**src/rtl/lod_share_arbiter_if.sv**
```systemverilog
// Handshake bundle between two posit adder lanes, the shared LOD/normalise unit and its consumer.
interface lod_share_arbiter_if #(
   parameter int unsigned N  = 8,
   parameter int unsigned es = 4
);
   localparam int unsigned W = N - es + 4;

   logic         req0_valid;
   logic [W-1:0] req0_data;
   logic         req0_ready;
   logic         req1_valid;
   logic [W-1:0] req1_data;
   logic         req1_ready;
   logic         out_valid;
   logic         out_ready;
   logic         out_id;
   logic [N-1:0] out_count;
   logic         out_zero;
   logic [W-1:0] out_norm;

   modport master (
      output req0_valid, req0_data, req1_valid, req1_data, out_ready,
      input  req0_ready, req1_ready, out_valid, out_id, out_count, out_zero, out_norm
   );

   modport slave (
      input  req0_valid, req0_data, req1_valid, req1_data, out_ready,
      output req0_ready, req1_ready, out_valid, out_id, out_count, out_zero, out_norm
   );
endinterface

```
**src/rtl/lod_share_arbiter.sv**
```systemverilog
// Round-robin arbiter sharing one leading-one-detect/normalise datapath between two lanes.
// Two-stage pipeline: S1 holds the granted word, S2 holds the normalised result.
module lod_share_arbiter #(
   parameter int unsigned N  = 8,
   parameter int unsigned es = 4
) (
   input logic                clk,
   input logic                reset,
   lod_share_arbiter_if.slave bus
);
   localparam int unsigned W  = N - es + 4;
   localparam int unsigned CW = $clog2(W);

   logic         s1_v;
   logic         s1_id;
   logic [W-1:0] s1_data;
   logic         last_grant;

   logic         s2_load_c;
   logic         s1_free_c;
   logic         grant0_c;
   logic         grant1_c;
   logic [CW-1:0] count_c;
   logic [W-1:0]  norm_c;

   assign s2_load_c = s1_v && (!bus.out_valid || bus.out_ready);
   assign s1_free_c = !s1_v || s2_load_c;

   // Lone requester wins; on contention the lane opposite last_grant wins.
   always_comb begin
      grant0_c = 1'b0;
      grant1_c = 1'b0;
      if (!reset && s1_free_c) begin
         if (bus.req0_valid && bus.req1_valid) begin
            grant0_c = last_grant;
            grant1_c = !last_grant;
         end else begin
            grant0_c = bus.req0_valid;
            grant1_c = bus.req1_valid;
         end
      end
   end

   assign bus.req0_ready = grant0_c;
   assign bus.req1_ready = grant1_c;

   // Leading-zero count over bits W-1..1; bit 0 is never examined, so it saturates at W-1.
   always_comb begin
      logic found;
      found   = 1'b0;
      count_c = CW'(W - 1);
      for (int i = int'(W) - 1; i >= 1; i--) begin
         if (!found && s1_data[CW'(i)]) begin
            found   = 1'b1;
            count_c = CW'(int'(W) - 1 - i);
         end
      end
      norm_c = s1_data << count_c;
   end

   always_ff @(posedge clk) begin
      if (reset) begin
         s1_v          <= 1'b0;
         s1_id         <= 1'b0;
         s1_data       <= '0;
         last_grant    <= 1'b1;
         bus.out_valid <= 1'b0;
         bus.out_id    <= 1'b0;
         bus.out_count <= '0;
         bus.out_zero  <= 1'b0;
         bus.out_norm  <= '0;
      end else begin
         if (s2_load_c) begin
            bus.out_valid <= 1'b1;
            bus.out_id    <= s1_id;
            bus.out_count <= N'(count_c);
            bus.out_zero  <= (s1_data == '0);
            bus.out_norm  <= norm_c;
         end else if (bus.out_valid && bus.out_ready) begin
            bus.out_valid <= 1'b0;
         end

         if (grant0_c || grant1_c) begin
            s1_v       <= 1'b1;
            s1_id      <= grant1_c;
            s1_data    <= grant1_c ? bus.req1_data : bus.req0_data;
            last_grant <= grant1_c;
         end else if (s2_load_c) begin
            s1_v <= 1'b0;
         end
      end
   end
endmodule

```
**src/flat_wrapper.sv**
```systemverilog
// flat-port wrapper written by rule: the top's interface ports become plain ports
module lod_share_arbiter_flat 
#(
   parameter int unsigned N  = 8,
   parameter int unsigned es = 4
)
  (clk, reset, bus_req0_valid, bus_req0_data, bus_req1_valid, bus_req1_data, bus_out_ready, bus_req0_ready, bus_req1_ready, bus_out_valid, bus_out_id, bus_out_count, bus_out_zero, bus_out_norm);
  lod_share_arbiter_if #(.N(N), .es(es)) bus_i ();
  input logic clk;
  input logic reset;
  input wire logic [$bits(bus_i.req0_valid)-1:0] bus_req0_valid;
  input wire logic [$bits(bus_i.req0_data)-1:0] bus_req0_data;
  input wire logic [$bits(bus_i.req1_valid)-1:0] bus_req1_valid;
  input wire logic [$bits(bus_i.req1_data)-1:0] bus_req1_data;
  input wire logic [$bits(bus_i.out_ready)-1:0] bus_out_ready;
  output wire logic [$bits(bus_i.req0_ready)-1:0] bus_req0_ready;
  output wire logic [$bits(bus_i.req1_ready)-1:0] bus_req1_ready;
  output wire logic [$bits(bus_i.out_valid)-1:0] bus_out_valid;
  output wire logic [$bits(bus_i.out_id)-1:0] bus_out_id;
  output wire logic [$bits(bus_i.out_count)-1:0] bus_out_count;
  output wire logic [$bits(bus_i.out_zero)-1:0] bus_out_zero;
  output wire logic [$bits(bus_i.out_norm)-1:0] bus_out_norm;
  assign bus_i.req0_valid = bus_req0_valid;
  assign bus_i.req0_data = bus_req0_data;
  assign bus_i.req1_valid = bus_req1_valid;
  assign bus_i.req1_data = bus_req1_data;
  assign bus_i.out_ready = bus_out_ready;
  assign bus_req0_ready = bus_i.req0_ready;
  assign bus_req1_ready = bus_i.req1_ready;
  assign bus_out_valid = bus_i.out_valid;
  assign bus_out_id = bus_i.out_id;
  assign bus_out_count = bus_i.out_count;
  assign bus_out_zero = bus_i.out_zero;
  assign bus_out_norm = bus_i.out_norm;
  lod_share_arbiter #(.N(N), .es(es)) u_core (.clk(clk), .reset(reset), .bus(bus_i));
endmodule
```
**config.mk**
```make
export PLATFORM = sky130hd
export DESIGN_NAME = lod_share_arbiter_flat
export DESIGN_NICKNAME = d
export VERILOG_FILES = /design/src/rtl/lod_share_arbiter_if.sv /design/src/rtl/lod_share_arbiter.sv /design/src/flat_wrapper.sv
export SDC_FILE = /design/constraint.sdc
export NUM_CORES = 1
export LEC_CHECK = 0
export ABC_CLOCK_PERIOD_IN_PS = 2600
export BUFFER_PORTS_ARGS = -buffer_cell sky130_fd_sc_hd__buf_2
export CAP_MARGIN = 20
export CORE_MARGIN = 1
export CORE_UTILIZATION = 46
export DETAILED_ROUTE_END_ITERATION = 16
export PLACE_DENSITY_LB_ADDON = 0.1
export SETUP_SLACK_MARGIN = 0.15
export SYNTH_ARGS = -nofsm -noshare
export SYNTH_HDL_FRONTEND = slang
export SYNTH_SLANG_ARGS = --single-unit
```
**constraint.sdc**
```tcl
create_clock -name clk -period 2.6 [get_ports clk]
set_clock_uncertainty 0.15 [all_clocks]
set_input_delay 0.26 -clock clk [delete_from_list [all_inputs] [get_ports clk]]
set_output_delay 0.26 -clock clk [all_outputs]
set_load 0.1 [all_outputs]
```
# ---- Word level (Yosys, flattened, before mapping)
# Index checks and enable logic that the tools add are counted.
dict set report word_totals {
  ram_bits 0
  register_bits 14
  rom_bits 0
  out_inout_bits 21
  memories 0
  latch_bits 0
  wordCells 30
  in_bits 21
}
dict set report op_classes {
  bitwise 0
  n_div 0
  n_reduce_logical 14
  eq_ne 0
  shift 0
  magnitude_cmp 0
  mux 9
  multipliers 0
  add_sub_neg 0
}
# cell n
set op_table {}
lappend op_table {{logical NOT 8 bit} 1}
lappend op_table {{two-way mux 1 bit} 8}
lappend op_table {{two-way mux 8 bit} 1}
lappend op_table {{logical AND 1 bit} 4}
lappend op_table {{logical NOT 1 bit} 4}
lappend op_table {{nonzero test 2 bit} 2}
lappend op_table {{logical OR 1 bit} 3}

# ---- Longest topological paths before layout
# Gate-level depths: netlist of the first run.
dict set report depth {
  depth_word 8
  mapped_depth 4
  ltp_nobuf 3
}

# ---- Worst setup path before layout of the first run
# Ideal clock, no wire load.
dict set report synth_path {
  path_type {reg2out}
  start {register u_core.bus.out_valid}
  end {output port bus_req0_ready}
  path_stages_with_launch 3
  t_arrival_ns 3.899
  n_path_buf 0
  t_required_ns 2.190
  slack_ns -1.709
  cell_sequence {dfxtp_1 > and3b_1 > nor4_1}
}
dict set report synth_via {
  elab_chain_cells 6
}
# item line
set synth_lines {}
lappend synth_lines {{start: declaration} lod_share_arbiter_if.sv:28} ;# output req0_ready, req1_ready, out_valid, out_id, out_count, out_zero, out_norm
lappend synth_lines {{start signal: assignment} lod_share_arbiter.sv:67} ;# bus.out_valid <= 1'b0;
lappend synth_lines {{start signal: assignment} lod_share_arbiter.sv:74} ;# bus.out_valid <= 1'b1;
lappend synth_lines {{start signal: assignment} lod_share_arbiter.sv:80} ;# bus.out_valid <= 1'b0;
lappend synth_lines {{logical NOT 1 bit} lod_share_arbiter.sv:26} ;# assign s2_load_c = s1_v && (!bus.out_valid || bus.out_ready);
lappend synth_lines {{logical OR 1 bit} lod_share_arbiter.sv:26}
lappend synth_lines {{logical AND 1 bit} lod_share_arbiter.sv:26}
lappend synth_lines {{logical OR 1 bit} lod_share_arbiter.sv:27} ;# assign s1_free_c = !s1_v || s2_load_c;
lappend synth_lines {{logical AND 1 bit} lod_share_arbiter.sv:33} ;# if (!reset && s1_free_c) begin
lappend synth_lines {{two-way mux 1 bit} lod_share_arbiter.sv:33}
lappend synth_lines {{end: declaration} flat_wrapper.sv:16} ;# output wire logic [$bits(bus_i.req0_ready)-1:0] bus_req0_ready;
# No other way between the ends.

# ---- Worst setup path in the final report of the first run
dict set report layout_path {
  start {register u_core.last_grant}
  end {output port bus_req0_ready}
}
dict set report layout_via {
  elab_chain_cells 2
}
# item line
set layout_lines {}
lappend layout_lines {{start: declaration} lod_share_arbiter.sv:17} ;# logic last_grant;
lappend layout_lines {{start signal: assignment} lod_share_arbiter.sv:87} ;# last_grant <= grant1_c;
lappend layout_lines {{two-way mux 1 bit} lod_share_arbiter.sv:34} ;# if (bus.req0_valid && bus.req1_valid) begin
lappend layout_lines {{two-way mux 1 bit} lod_share_arbiter.sv:33}
# No other way between the ends.

==> flow_summary_export.csv, run 1 <==
group,metric,value,unit
run_status,run_status,"complete, no violations",
worst_setup_path,crit_arrival,1.65,ns
final_layout,nNetsFinal,132,
worst_setup_path,rr_worst_depth,3,
cts,post_cts_buffers,0,
timing,rsz0062_at_grt,"no",
synthesis,synth_top_area_share,35.84,%
worst_setup_path,rr_endpoint,"u_core.s1_data[0]$_SDFFE_PP0P_",
worst_setup_path,critPathLaunch,"u_core.last_grant$_SDFFE_PP1P_",
cts,clockBufferDepth,2,
timing,fmax,486.4,MHz
global_route,grt_pass1_vias,583,
synthesis,synth-edff-count,0,
worst_setup_path,max_stage_delay,0.64,ns
synthesis,ys_seq_area_share,35.84,%
detailed_routing,dr_total_vias,690,
synthesis,yosys-top-cells-count,"buf_4, dfxtp_1, inv_1",
power_and_ir_drop,ir_drop,0.4074,mV
synthesis,syn_inst,86,
final_layout,fin_util,57.87,%
timing,finalSetupViolations,0,
floorplan,die_x,43.23,um
final_layout,multi_input_area,381.6,sq um
min_path,hold_path_depth,3,
timing,maxSlewViolCount,0,
cts,clock_sinks,14,
synthesis,async_reset_ff_share,0,%
final_layout,seq_area,280.3,sq um
timing,period_minus_slack,2.056,ns
worst_setup_path,ff2ff_setup_slack,0.91,ns
global_route,grt_overflow,0,
timing,hold_viol_final,0,
synthesis,synthTopCellsByArea,"dfxtp_1, buf_4, a221oi_1",
floorplan,initial_core_util,50.73,%
synthesis,synth.most_common_cell,"buf_4",
placed_design,port_buffers,25,
cts,insertion_delay,0.28,ns
placed_design,place.gp.congestion,0.7501,
worst_setup_path,worstPathCellList,"nor2b_1 -> nor4_4 -> buf_2",
synthesis,synth_ff_type,"dfxtp_1",
synthesis,syn_avg_cell_area,9.093,sq um
global_route,grt_max_degree,17,
cts,cts_made_buffers,3,
placed_design,dpl_worst_slack,0.7807,ns
final_layout,fin_area,892.1,sq um
cts,htree_levels,1,
timing,tns,0,ns
cts,clockRootBuffer,"clkbuf_4",
worst_setup_path,crit_path_start_kind,"flop",
synthesis,yosys_warnings,0,
detailed_routing,post_drt_wl_per_cell,12.67,um
min_path,holdCritPathClass,"in -> reg",
cts,path_clk_slew,0.09,ns
worst_setup_path,cp-end-kind,"output pin",
synthesis,netlist_area,782.0,sq um
final_layout,n_antenna_cell,0,
worst_setup_path,required,2.19,ns
detailed_routing,ant_nets,0,
detailed_routing,viasPerCell,5.476,
floorplan,fp-row-count,14,
floorplan,io_pins,42,
power_and_ir_drop,total_leakage_power,0.4084,nW
timing,maxSlewHeadroom,45.41,%
final_layout,drive_gt1_share,32.73,%
worst_setup_path,r2r-start,"u_core.last_grant$_SDFFE_PP1P_",
floorplan,dieArea,1869,sq um
final_layout,nFillCells,145,
synthesis,synth_seq_cells,14,
timing,fin_ws,0.5443,ns
global_route,antenna_found_initial,0,
detailed_routing,finalWirelength,1596,um
power_and_ir_drop,powerDensity,686.5,nW/um^2
global_route,grt_usage,19.23,%
detailed_routing,drtPass1Iterations,4,
worst_setup_path,path_max_fanout,10,
final_layout,syn_to_final_growth,14.08,%
synthesis,yosys.area.top_type,"dfxtp_1",
timing,worstMarginPinSlew,0.8172,ns
floorplan,die_h,43.23,um
floorplan,core_area,1541,sq um
job,maxCapViolCount,0,
cts,cts_resized,0,
worst_setup_path,cp-endpoint,"bus_req0_ready",
synthesis,synth_cell_types,28,
detailed_routing,drc,0,
cts,tritoncts,"done",
detailed_routing,first_iter_violations,19,
worst_setup_path,path_class,"reg -> out",
timing,period_share,79.07,%
placed_design,placed_cell_area,855.8,sq um
global_route,grt_pass1_wl,2622,um
worst_setup_path,slowest_stage,"nor2b_1",
placed_design,dp_hpwl,1225,um
cts,cts_hold_buf,0,
==> state kept, by name (all words and copies together) (netlist names) <==
register and flops:
u_core.bus.out_valid 1, u_core.bus.out_zero 1, u_core.s1_id 1, u_core.s1_data 8, u_core.bus.out_id 1, u_core.s1_v 1, u_core.last_grant 1
==> layer usage <==
layer / GRT usage [%] / vias to the layer above / wire length [um]
met2: 28.36 / 33 / 762
li1: - / 331 / -
met3: 2.979 / 4 / 119
met1: 26.30 / 322 / 692
met5: 0 / - / 0
met4: 10.91 / 0 / 22
==> cell families (layout without fill, tap and decap cells) <==
group	Yosys count	after routing	share of synthesized area [%]
compound gates	26	26	27.84
buf+inv	32	41	24.48
other cells	1	16	0.4795
flops	14	14	35.84
simple gates	13	13	11.36
==> area by class of cell <==
cell class              count  share of cell area, %
clock buffers               4                  4.067
repair buffers             26                  14.87
multi-input cells          55                  42.78
well taps                  16                  2.244
flip-flops and latches     14                  31.42
inverters                  11                  4.628
==> power by group <==
part / leakage [nW] / internal [mW] / total, mW / switching (mW)
Clock: 0.0210 / 0.0853 / 0.159 / 0.0735
Sequential: 0.116 / 0.232 / 0.243 / 0.0106
Combinational: 0.271 / 0.0405 / 0.211 / 0.171
Total: 0.408 / 0.358 / 0.612 / 0.255
==> worst min-delay path by stage <==
stage / start / to / slack (ns)
5_1_grt: bus_req1_data[4] / u_core.s1_data[4]$_SDFFE_PP0P_ / 0.16
4_1_cts: bus_req1_valid / u_core.s1_v$_SDFFE_PP0P_ / 0.13
6_report: bus_req1_valid / u_core.s1_v$_SDFFE_PP0P_ / 0.13
3_3_place_gp: u_core.s1_data[5]$_SDFFE_PP0P_ / u_core.s1_data[5]$_SDFFE_PP0P_ / 0.31
3_5_place_dp: u_core.bus.out_id$_SDFFE_PP0P_ / u_core.bus.out_id$_SDFFE_PP0P_ / 0.32
2_1_floorplan: bus_req0_valid / u_core.s1_v$_SDFFE_PP0P_ / 0.28
==> stage by stage <==
stage	power (mW)	std cells	hold slack, ns
floorplan	0.4481	101	0.2768
global placement	0.4562	122	0.3106
detailed placement	0.4584	122	0.3150
CTS	0.6150	126	0.1257
global route	0.6377	126	0.1620
finish	0.6125	126	0.1289
==> critical path, delay by kind of cell (launching register included) <==
family	cells	cell delay [ns]
flops	1	0.34
simple gates	2	0.70
buf+inv	1	0.32
==> placed cells by master (no fill, tap or decap) <==
cell type,count
buf_2,25
conb_1,16
dfxtp_1,14
inv_1,10
o32ai_1,7
a221oi_1,7
a21oi_1,4
clkbuf_4,3
nor2b_1,2
nor4_1,2
o21ai_0,2
a21bo_2,1
and3b_1,1
nor3_4,1
clkinv_1,1
nor4_4,1
nand2b_1,1
nand3b_1,1
o32ai_2,1
o21ai_1,1
a221oi_2,1
nor2_1,1
nand2_1,1
a221o_1,1
a31o_2,1
nand4_1,1
nand3_1,1
clkbuf_8,1
buf_4,1
No activity file was read; power rests on OpenSTA's default activity.
==> inputs of run 2 (changes only) <==
--- a/config.mk
+++ b/config.mk
@@ -5,7 +5,8 @@
 export SDC_FILE = /design/constraint.sdc
 export NUM_CORES = 1
 export LEC_CHECK = 0
-export ABC_CLOCK_PERIOD_IN_PS = 2600
+export ABC_AREA = 1
+export ABC_CLOCK_PERIOD_IN_PS = 2060
 export BUFFER_PORTS_ARGS = -buffer_cell sky130_fd_sc_hd__buf_2
 export CAP_MARGIN = 20
 export CORE_MARGIN = 1
==> constraint.sdc (replaced) <==
create_clock -name clk -period 2.06 [get_ports clk]
set_clock_uncertainty 0.15 [all_clocks]
set_input_delay 0.206 -clock clk [delete_from_list [all_inputs] [get_ports clk]]
set_output_delay 0.206 -clock clk [all_outputs]
set_load 0.1 [all_outputs]
==> run 2 against run 1 <==
Routed wire length increased by 12%; design area increased by 27%; sequential share of layout area decreased by 6.4 points; critical endpoint unchanged; highest routed layer unchanged.
==> flow_summary_export.csv, run 2 <==
group,metric,value,unit
detailed_routing,drc,0,
worst_setup_path,slowest_stage,"dfxtp_1",
timing,fmax,591.8,MHz
global_route,grt_overflow,0,
final_layout,syn_to_final_growth,22.67,%
worst_setup_path,worstPathCellList,"nand3_1 -> nand2_1 -> nand3_1 -> inv_1 -> buf_12",
final_layout,drive_gt1_share,32.32,%
global_route,antenna_found_initial,0,
detailed_routing,finalWirelength,1786,um
worst_setup_path,path_class,"reg -> out",
synthesis,synth.most_common_cell,"nand2_1",
synthesis,syn_avg_cell_area,7.024,sq um
cts,cts_made_buffers,3,
worst_setup_path,critPathBufInv,2,
synthesis,synth_cell_types,18,
synthesis,synth_ff_type,"dfxtp_1",
final_layout,layout.cells.most_common,"nand2_1",
synthesis,syn_inst,132,
detailed_routing,dr_total_vias,864,
timing,finalSetupViolations,0,
run_status,run_status,"complete, no violations",
min_path,hold_path_depth,5,
timing,period_share,82.02,%
worst_setup_path,cp.depth,5,
final_layout,largest_register,"u_core.s1_data",
floorplan,io_pins,42,
final_layout,mostFrequentLayoutCells,"nand2_1, buf_2, nor2_1, conb_1, dfxtp_1",
final_layout,nNetsFinal,186,
worst_setup_path,rr_worst_depth,5,
detailed_routing,ant_nets,0,
placed_design,dpl_worst_slack,0.3655,ns
synthesis,synth_top_area_share,30.23,%
detailed_routing,drtPass1Iterations,4,
worst_setup_path,crit_arrival,1.33,ns
synthesis,ys_seq_area_share,30.23,%
synthesis,netlist_area,927.1,sq um
power_and_ir_drop,ir_drop,0.4820,mV
cts,tritoncts,"done",
cts,htree_levels,1,
detailed_routing,post_drt_wl_per_cell,9.450,um
global_route,grt_pass1_vias,643,
timing,hold_viol_final,0,
cts,clockBufferDepth,2,
synthesis,synth_seq_cells,14,
placed_design,port_buffers,25,
worst_setup_path,required,1.70,ns
timing,fin_ws,0.3703,ns
cts,clockRootBuffer,"clkbuf_4",
final_layout,largest_reg_flops,8,
synthesis,yosys.area.top_type,"dfxtp_1",
final_layout,seq_area,284.0,sq um
synthesis,async_reset_ff_share,0,%
synthesis,yosys-top-cells-count,"nand2_1, nor2_1, buf_4",
placed_design,dp_hpwl,1338,um
cts,clock_sinks,14,
worst_setup_path,cp-end-kind,"output pin",
final_layout,multi_input_area,504.2,sq um
placed_design,placed_cell_area,1046,sq um
worst_setup_path,crit_family,"flip-flops",
job,maxCapViolCount,0,
cts,insertion_delay,0.27,ns
worst_setup_path,max_stage_delay,0.42,ns
synthesis,synthTopCellsByArea,"dfxtp_1, buf_4, nand2_1",
synthesis,synth-edff-count,0,
detailed_routing,viasPerCell,4.571,
timing,tns,0,ns
placed_design,place.gp.congestion,0.8244,
final_layout,n_antenna_cell,0,
worst_setup_path,cpMostUsedCell,"nand3_1",
power_and_ir_drop,total_leakage_power,0.6265,nW
timing,rsz0062_at_grt,"no",
floorplan,dieArea,2199,sq um
cts,cts_resized,0,
timing,maxSlewViolCount,0,
global_route,grt_usage,16.85,%
floorplan,die_x,46.90,um
final_layout,fin_area,1137,sq um
cts,path_clk_slew,0.09,ns
worst_setup_path,crit_path_start_kind,"flop",
synthesis,yosys_warnings,0,
global_route,grt_pass1_wl,2622,um
floorplan,initial_core_util,51.46,%
final_layout,nFillCells,188,
floorplan,die_h,46.90,um
global_route,grt_max_degree,19,
floorplan,fp-row-count,15,
power_and_ir_drop,powerDensity,733.8,nW/um^2
min_path,holdCritPathClass,"in -> reg",
worst_setup_path,path_max_fanout,3,
detailed_routing,first_iter_violations,18,
floorplan,core_area,1802,sq um
timing,period_minus_slack,1.690,ns
[run 2: changes by cell type in the layout (fill, tap and decap cells not counted), moves of 8 or more]
cell and change:
nand2_1 +30, nor2_1 +20, nand4_1 +9, nand3_2 +8
[run 2: worst register-to-register path: stages, from the launching register on]
cell and delay (ns):
dfxtp_1 0.42, a21oi_4 0.10, buf_4 0.17, o21bai_2 0.36, nor2_1 0.09, nor2_1 0.11
[run 2: per-stage QoR]
| step | utilization, % | power (mW) | std cells | hold WS, ns |
|---|---|---|---|---|
| after detailed placement | 58.06 | 0.6375 | 178 | 0.2354 |
| after global placement | 58.06 | 0.6351 | 178 | 0.2375 |
| final | 63.13 | 0.8345 | 189 | 0.08368 |
| after CTS | 61.04 | 0.8359 | 184 | 0.08078 |
| after global routing | 63.13 | 0.8805 | 189 | 0.09637 |
| after floorplan | - | 0.6106 | 147 | 0.1154 |
[run 2: logic make-up after synthesis]
logic type,after synthesis,synth area share [%]
flops,14,30.23
buf+inv,35,23.21
simple gates,75,40.49
other cells,1,0.4045
compound gates,7,5.668
[run 2: path summary, 6_finish.rpt]
path	slack (ns)	start	to
max	0.37	u_core.last_grant$_SDFFE_PP1P_	bus_req0_ready
min	0.08	bus_req0_data[2]	u_core.s1_data[2]$_SDFFE_PP0P_
max reg2reg	0.61	u_core.last_grant$_SDFFE_PP1P_	u_core.s1_data[4]$_SDFFE_PP0P_
min reg2reg	0.32	u_core.s1_id$_SDFFE_PP0P_	u_core.s1_id$_SDFFE_PP0P_
[run 2: area by class of cell]
| type | instances | area share, % |
|---|---|---|
| multi-input cells | 98 | 44.33 |
| flip-flops and latches | 14 | 24.97 |
| clock buffers | 4 | 3.190 |
| inverters | 14 | 4.950 |
| well taps | 25 | 2.750 |
| repair buffers | 34 | 19.80 |
[run 2: per-layer routing]
| metal | wire, um | up-vias | global-route usage, % |
|---|---|---|---|
| met5 | 0 | - | 0 |
| met4 | 10 | 0 | 5.143 |
| li1 | - | 451 | - |
| met1 | 819 | 376 | 22.84 |
| met3 | 117 | 2 | 3.462 |
| met2 | 839 | 35 | 26.94 |
[run 2: timing repair]
item,4_1_cts,5_1_grt
endpoints found under the hold margin,2,0
hold buffers,1,0
setup endpoints to repair,1,1
gates cloned,0,0
pin swaps,2,0
buffers inserted,1,5
[run 2: power by group]
part           switching, mW  internal (mW)
clock network         0.0856          0.107
registers            0.00963          0.293
logic                  0.258         0.0803
